--- src/rtl/multicycle_control.sv ---
// Multicycle CPU control unit: FETCH/DECODE/EXEC/MEM/WB/BRANCH/JUMP sequencing with a
// memory-wait watchdog that parks the machine in HALT with a sticky memError.
module multicycle_control #(
  parameter int TIMEOUT = 15
) (
  input  logic       clk,
  input  logic       rst_n,
  input  logic [5:0] opcode,
  input  logic       zero,
  input  logic       memReady,
  output logic       pcWrite,
  output logic       irWrite,
  output logic       memRead,
  output logic       memWrite,
  output logic       regWrite,
  output logic       iorD,
  output logic       memToReg,
  output logic       regDst,
  output logic       aluSrcA,
  output logic [1:0] aluSrcB,
  output logic [1:0] aluOp,
  output logic [1:0] pcSource,
  output logic       branchTaken,
  output logic       illegalOp,
  output logic       memError,
  output logic [2:0] state
);

  typedef enum logic [2:0] {
    S_FETCH  = 3'd0,
    S_DECODE = 3'd1,
    S_EXEC   = 3'd2,
    S_MEM    = 3'd3,
    S_WB     = 3'd4,
    S_BRANCH = 3'd5,
    S_JUMP   = 3'd6,
    S_HALT   = 3'd7
  } state_t;

  localparam logic [5:0] OP_R   = 6'b000000;
  localparam logic [5:0] OP_LW  = 6'b100011;
  localparam logic [5:0] OP_SW  = 6'b101011;
  localparam logic [5:0] OP_BEQ = 6'b000100;
  localparam logic [5:0] OP_BNE = 6'b000101;
  localparam logic [5:0] OP_J   = 6'b000010;

  localparam int            CW        = $clog2(TIMEOUT + 1);
  localparam logic [CW-1:0] WAIT_LAST = CW'(TIMEOUT - 1);

  state_t        state_q, state_d;
  logic [5:0]    op_q, op_d;
  logic [CW-1:0] wait_q, wait_d;
  logic          merr_q, merr_d;

  logic       pcw_c, irw_c, mrd_c, mwr_c, rgw_c, iord_c, m2r_c, rdst_c, srca_c;
  logic [1:0] srcb_c, aluop_c, pcsrc_c;
  logic       taken_c, illegal_c;

  always_ff @(posedge clk or negedge rst_n) begin
    if (!rst_n) begin
      state_q <= S_FETCH;
      op_q    <= '0;
      wait_q  <= '0;
      merr_q  <= 1'b0;
    end else begin
      state_q <= state_d;
      op_q    <= op_d;
      wait_q  <= wait_d;
      merr_q  <= merr_d;
    end
  end

  // memReady is a level handshake: the access in FETCH/MEM completes in the cycle it is 1;
  // each cycle it stays 0 is a wait cycle, and the counter only survives while the state holds.
  always_comb begin
    state_d   = state_q;
    op_d      = op_q;
    wait_d    = '0;
    merr_d    = merr_q;
    pcw_c     = 1'b0;
    irw_c     = 1'b0;
    mrd_c     = 1'b0;
    mwr_c     = 1'b0;
    rgw_c     = 1'b0;
    iord_c    = 1'b0;
    m2r_c     = 1'b0;
    rdst_c    = 1'b0;
    srca_c    = 1'b0;
    srcb_c    = 2'b00;
    aluop_c   = 2'b00;
    pcsrc_c   = 2'b00;
    taken_c   = 1'b0;
    illegal_c = 1'b0;

    case (state_q)
      S_FETCH: begin
        mrd_c  = 1'b1;
        srcb_c = 2'b01;
        if (memReady) begin
          irw_c   = 1'b1;
          pcw_c   = 1'b1;
          state_d = S_DECODE;
        end else if (wait_q == WAIT_LAST) begin
          state_d = S_HALT;
          merr_d  = 1'b1;
        end else begin
          wait_d = wait_q + 1'b1;
        end
      end
      S_DECODE: begin
        srcb_c = 2'b11;
        op_d   = opcode;
        case (opcode)
          OP_R, OP_LW, OP_SW: state_d = S_EXEC;
          OP_BEQ, OP_BNE:     state_d = S_BRANCH;
          OP_J:               state_d = S_JUMP;
          default: begin
            illegal_c = 1'b1;
            state_d   = S_FETCH;
          end
        endcase
      end
      S_EXEC: begin
        srca_c = 1'b1;
        if (op_q == OP_R) begin
          aluop_c = 2'b10;
          state_d = S_WB;
        end else begin
          srcb_c  = 2'b10;
          state_d = S_MEM;
        end
      end
      S_MEM: begin
        iord_c = 1'b1;
        mrd_c  = (op_q == OP_LW);
        mwr_c  = (op_q == OP_SW);
        if (memReady) begin
          state_d = (op_q == OP_LW) ? S_WB : S_FETCH;
        end else if (wait_q == WAIT_LAST) begin
          state_d = S_HALT;
          merr_d  = 1'b1;
        end else begin
          wait_d = wait_q + 1'b1;
        end
      end
      S_WB: begin
        rgw_c = 1'b1;
        if (op_q == OP_R) rdst_c = 1'b1;
        else              m2r_c  = 1'b1;
        state_d = S_FETCH;
      end
      S_BRANCH: begin
        srca_c  = 1'b1;
        aluop_c = 2'b01;
        pcsrc_c = 2'b01;
        taken_c = ((op_q == OP_BEQ) && zero) || ((op_q == OP_BNE) && !zero);
        pcw_c   = taken_c;
        state_d = S_FETCH;
      end
      S_JUMP: begin
        pcsrc_c = 2'b10;
        pcw_c   = 1'b1;
        state_d = S_FETCH;
      end
      S_HALT: state_d = S_HALT;
      default: state_d = S_FETCH;
    endcase
  end

  // Reset also masks the FETCH-state decode so nothing reaches memory while rst_n is low.
  assign pcWrite     = rst_n & pcw_c;
  assign irWrite     = rst_n & irw_c;
  assign memRead     = rst_n & mrd_c;
  assign memWrite    = rst_n & mwr_c;
  assign regWrite    = rst_n & rgw_c;
  assign iorD        = rst_n & iord_c;
  assign memToReg    = rst_n & m2r_c;
  assign regDst      = rst_n & rdst_c;
  assign aluSrcA     = rst_n & srca_c;
  assign aluSrcB     = {2{rst_n}} & srcb_c;
  assign aluOp       = {2{rst_n}} & aluop_c;
  assign pcSource    = {2{rst_n}} & pcsrc_c;
  assign branchTaken = rst_n & taken_c;
  assign illegalOp   = rst_n & illegal_c;
  assign memError    = merr_q;
  assign state       = state_q;

endmodule

--- config.mk ---
export PLATFORM = sky130hd
export DESIGN_NAME = multicycle_control
export DESIGN_NICKNAME = d
export VERILOG_FILES = /design/src/rtl/multicycle_control.sv
export SDC_FILE = /design/constraint.sdc
export NUM_CORES = 1
export LEC_CHECK = 0
export CORE_MARGIN = 5
export CORE_UTILIZATION = 46
export DETAILED_ROUTE_END_ITERATION = 8
export HOLD_SLACK_MARGIN = 0.15
export PLACE_DENSITY = 0.89
export SLEW_MARGIN = 15
export SYNTH_ARGS = -nofsm -noshare
export SYNTH_HDL_FRONTEND = slang
export SYNTH_SLANG_ARGS = --single-unit
--- constraint.sdc ---
create_clock -name clk -period 2.2 [get_ports clk]
set_clock_uncertainty 0.2 [all_clocks]
set_input_delay 0.55 -clock clk [delete_from_list [all_inputs] [get_ports clk]]
set_output_delay 0.55 -clock clk [all_outputs]
set_load 0.05 [all_outputs]
==> results of run 1 <==
per-stage QoR:
stage | setup slack (ps) | hold slack [ps] | area, um^2 | utilization
4_1_cts | -222.2 | 256.8 | 2100 | 0.9677
3_5_place_dp | -559.9 | 281.3 | 1856 | 0.8552
3_3_place_gp | -480.7 | 259.2 | 1856 | 0.8552
2_1_floorplan | -174.9 | 54.41 | 1182 | -
synth_stat cells, drive strengths merged (2+ instances only):
cell type  instances  area share
nor2              20       0.073
dfrtp             14        0.34
a21oi              6       0.029
mux2               6       0.066
nand2              6       0.032
buf                5       0.032
nor2b              5       0.031
nor3               5       0.024
nor4               5       0.045
nand2b             4       0.024
a31oi              3       0.018
inv                3       0.011
nand3              3       0.015
a211oi             2       0.020
and2               2       0.012
and3               2       0.012
clkbuf             2      0.0073
ha                 2       0.024
nand4              2       0.012
xnor2              2       0.017
logic make-up after synthesis:
kind of cell             after synthesis
multiplexers                           6
AND/OR/NAND/NOR                       59
adder cells (fa/ha/maj)                2
flip-flops                            14
XOR/XNOR                               3
buffers and inverters                 10
AO/OA/AOI/OAI                         21
timing repair:
item / 4_1_cts
hold buffers: 1
gates resized for setup: 43
buffers inserted: 19
pin swaps: 12
endpoints found under the hold margin: 1
endpoints found under the setup margin: 17
==> results.ini, run 1 <==
[logic_synthesis]
yosysSeqAreaShare = 0.3427
async_reset_ff_frac = 1.000
synth.area.mux_share = 0.06610
synth_nets = 127
synthXorXnorAreaFrac = 0.02570
synthesis.area_um2 = 1022
synth-main-ff-cell = dfrtp_1
ys_ff_latch = 14
synth_top_family_by_area = simple AND/OR/NAND/NOR gates
synth-compound-area-share = 0.1542
syn_area_per_cell_um2 = 8.889
synth_edf_count = 0
synth_simple_gate_area_frac = 0.3366
syn_inst = 115
synth_cell_type_count = 43
synthAdderAreaFrac = 0.02448
ys_warn_count = 0

[floorplanning]
die_x_um = 57.14
die_h_um = 57.14
ios = 31
initial_core_util = 0.4712
fp-row-count = 17

[cts]
cts_buffer_depth = 2
cts.sinks = 14
htreeDepth = 1
cts_buffers = 3
cts_root_buffer = clkbuf_4

[outcome]
haltStage = global routing (5_1_grt)
stop_error = [ERROR DPL-0038] Utilization greater than 100%, impossible to legalize
status = stopped before the end

[placement]
gp_congestion = 0.8599
dpl.cell_count = 192
dpl.hpwl_um = 2865
io_buffers = 30

[timing]
worstEndpointType = output port
grt_worst_setup_endpoint = pcWrite

[grt]
grt_max_degree = 11

==> run 2, diff against run 1 <==
CORE_AREA = 5 5 66 68   (was not set)
CORE_MARGIN = not set   (was 5)
CORE_UTILIZATION = not set   (was 46)
DIE_AREA = 0 0 71 73   (was not set)
HOLD_SLACK_MARGIN = not set   (was 0.15)
PLACE_DENSITY = not set   (was 0.89)
PLACE_DENSITY_LB_ADDON = 0.15   (was not set)
==> results.ini, run 2 <==
[logic_synthesis]
ys_warn_count = 0  ; unchanged
syn_area_per_cell_um2 = 8.889  ; unchanged
synth.most_common_cell = nor2_1
synth_top_area_frac = 0.3427  ; unchanged
synthesis.area_um2 = 1022  ; unchanged
synth-main-ff-cell = dfrtp_1
yosysSeqAreaShare = 0.3427  ; unchanged
synthTopCellsByArea = dfrtp_1, nor2_1, mux2_2
synth_edf_count = 0  ; unchanged
synth_top_area_cell = dfrtp_1
synth_cell_type_count = 43  ; unchanged
synth_commonest_cells = nor2_1, dfrtp_1, a21oi_1, mux2_2
synth_nets = 127  ; unchanged
async_reset_ff_frac = 1.000  ; unchanged
ys_ff_latch = 14  ; unchanged
syn_inst = 115  ; unchanged

[setup_path]
crit_path_end_kind = output port
r2r_end = state[2]
cp.required_ps = 1450
max_stage_delay_ps = 470
start_kind = primary input
critPathArrivalTime_ps = 1580
r2r_start = state[1]
crit_chain = clkdlybuf4s50_1, xnor2_1, nor2_2, o21a_2, buf_12
reg2reg_slack_ps = 250
cp_max_fo = 2
cp_slowest_cell = clkdlybuf4s50_1
crit_type = in -> out
r2r_cells = 7

[floorplanning]
fp-row-count = 23  ; +6
fp.coreArea_um2 = 3799
initial_core_util = 0.2691  ; -0.2021
ios = 31  ; unchanged
die_h_um = 73  ; +28%
die_x_um = 71  ; +24%
dieArea_um2 = 5183

[final_layout]
regMostFlops = op_q
final_common_cell = buf_4
syn2layout_area_growth_pct = 115.5
drive_gt1_frac = 0.6615
fill_cells = 339
n_antenna_cell = 0
mostFrequentLayoutCells = buf_4, buf_12, dfrtp_1, nor2_1, buf_6
final_nets = 205
stdcell_area_um2 = 2203
largest_reg_flops = 6

[route]
drc = 0
postRouteAntennaNets = 0
viasPerCell = 4.872
dr.pass1.iters = 4
vias = 1179
drt_iter0_markers = 35
routedWlPerCell_um = 14.35
routed_wl_um = 3473

[timing]
period_needed_ps = 2334
finalCritPeriodShare = 1.061
hold_slack_ps = 57.31
final_hold_viol_count = 0
max_clock_freq_mhz = 428.4
drv_slew = 0
maxSlewHeadroom = 0.7252
rsz0062_at_grt = yes
setup_slack_ps = -134.1
setup_viol = 10
tightest_slew_ps = 411.8

[grt]
grt_pass1_wl_um = 5789
grt_pass1_vias = 1275
grt_max_degree = 12
antenna_found_initial = 0
overflow = 0
grtUsageTotal = 0.1394

[power]
p_leak_nw = 0.9409
vdd_drop_max_mv = 0.6953
p_per_area_nw_per_um2 = 1076

[cts]
cts_buffer_depth = 2  ; unchanged
htreeDepth = 1  ; unchanged
cts_root_buffer = clkbuf_8
cts_buffers = 3  ; unchanged
clk_pin_slew_ps = 50
cts.sinks = 14  ; unchanged
cts_tree = built
clk_latency_ps = 240
hold_buffers = 0  ; -1

[outcome]
status = finished, violations left
violations = setup timing

[placement]
io_buffers = 30  ; unchanged
placedInstanceArea_um2 = 1943  ; +4.7%
gp_congestion = 0.8607  ; about the same
dpl.hpwl_um = 2621  ; -8.5%
dpl_worst_slack_ps = -545.3  ; +14.69 ps

[flow_run]
cap_violations = 0

[worst_hold_path]
hold_class = in -> async

## run 2: cell counts after synthesis
No cell type changed its count.
## run 2: cells by family (layout without fill, tap and decap cells)
family / after synthesis / count (layout) / synth area share
xor+xnor: 3 / 3 / 0.02571
flops: 14 / 14 / 0.3427
mux: 6 / 6 / 0.06609
simple gates: 59 / 59 / 0.3366
compound gates: 21 / 21 / 0.1542
buf+inv: 10 / 87 / 0.05018
fa+ha+maj: 2 / 2 / 0.02448
## run 2: per-layer routing
metal  track usage  routed length [um]
met1        0.1632                1408
met2        0.2523                1881
met3       0.02479                 142
met4       0.05428                  40
met5             0                   0
## run 2: what timing repair did
item                                    CTS  global route
buffers inserted                         14             5
resized for setup                        34            23
endpoints found under the setup margin   17            15
pin swaps                                17             8
## run 2: final cells by class
type                            instances  area (um^2)  area share
Clock buffer                            4        45.04     0.02044
Multi-Input combinational cell         91        844.6      0.3833
Timing Repair Buffer                   80        880.8      0.3998
Inverter                                3        15.01    0.006814
Sequential cell                        14        355.3      0.1613
Tap cell                               50        62.56     0.02839
## run 2: where the power goes
part / total, W / internal (W) / switching [W]
Sequential: 0.000458 / 0.000354 / 0.000103
Clock: 0.000212 / 0.000128 / 0.0000846
Combinational: 0.00170 / 0.000880 / 0.000821
## run 2: worst max-delay path by stage
stage / start / endpoint
global placement: opcode[0] / illegalOp
detailed placement: opcode[0] / illegalOp
finish: zero / pcWrite
floorplan: state[2] / illegalOp
global route: op_q[1] / aluSrcB[1]
CTS: op_q[4] / branchTaken
## run 2: worst max-delay path: cells and delay by family
family,cells,cell delay (ps)
AOI/OAI and AO/OA,1,210
and+or+nand+nor,1,70
buffers and inverters,2,620
xor gates and xnor gates,1,130
## run 2: through the flow
step	power (W)	TNS (ps)	std cells	util
2_1_floorplan	0.001271	-556.2	115	-
3_5_place_dp	0.001838	-4323	222	0.5115
3_3_place_gp	0.001813	-4214	222	0.5115
5_1_grt	0.002507	-1354	242	0.5800
6_report	0.002371	-596.1	242	0.5800
4_1_cts	0.002233	-810.4	238	0.5613
Note: power is estimated with default switching activity, not from simulation.
==> run 3, diff against run 2 <==
SLEW_MARGIN = not set   (was 15)
==> results of run 3 <==
Final layout, timing and power as in run 2 (identical DEF).
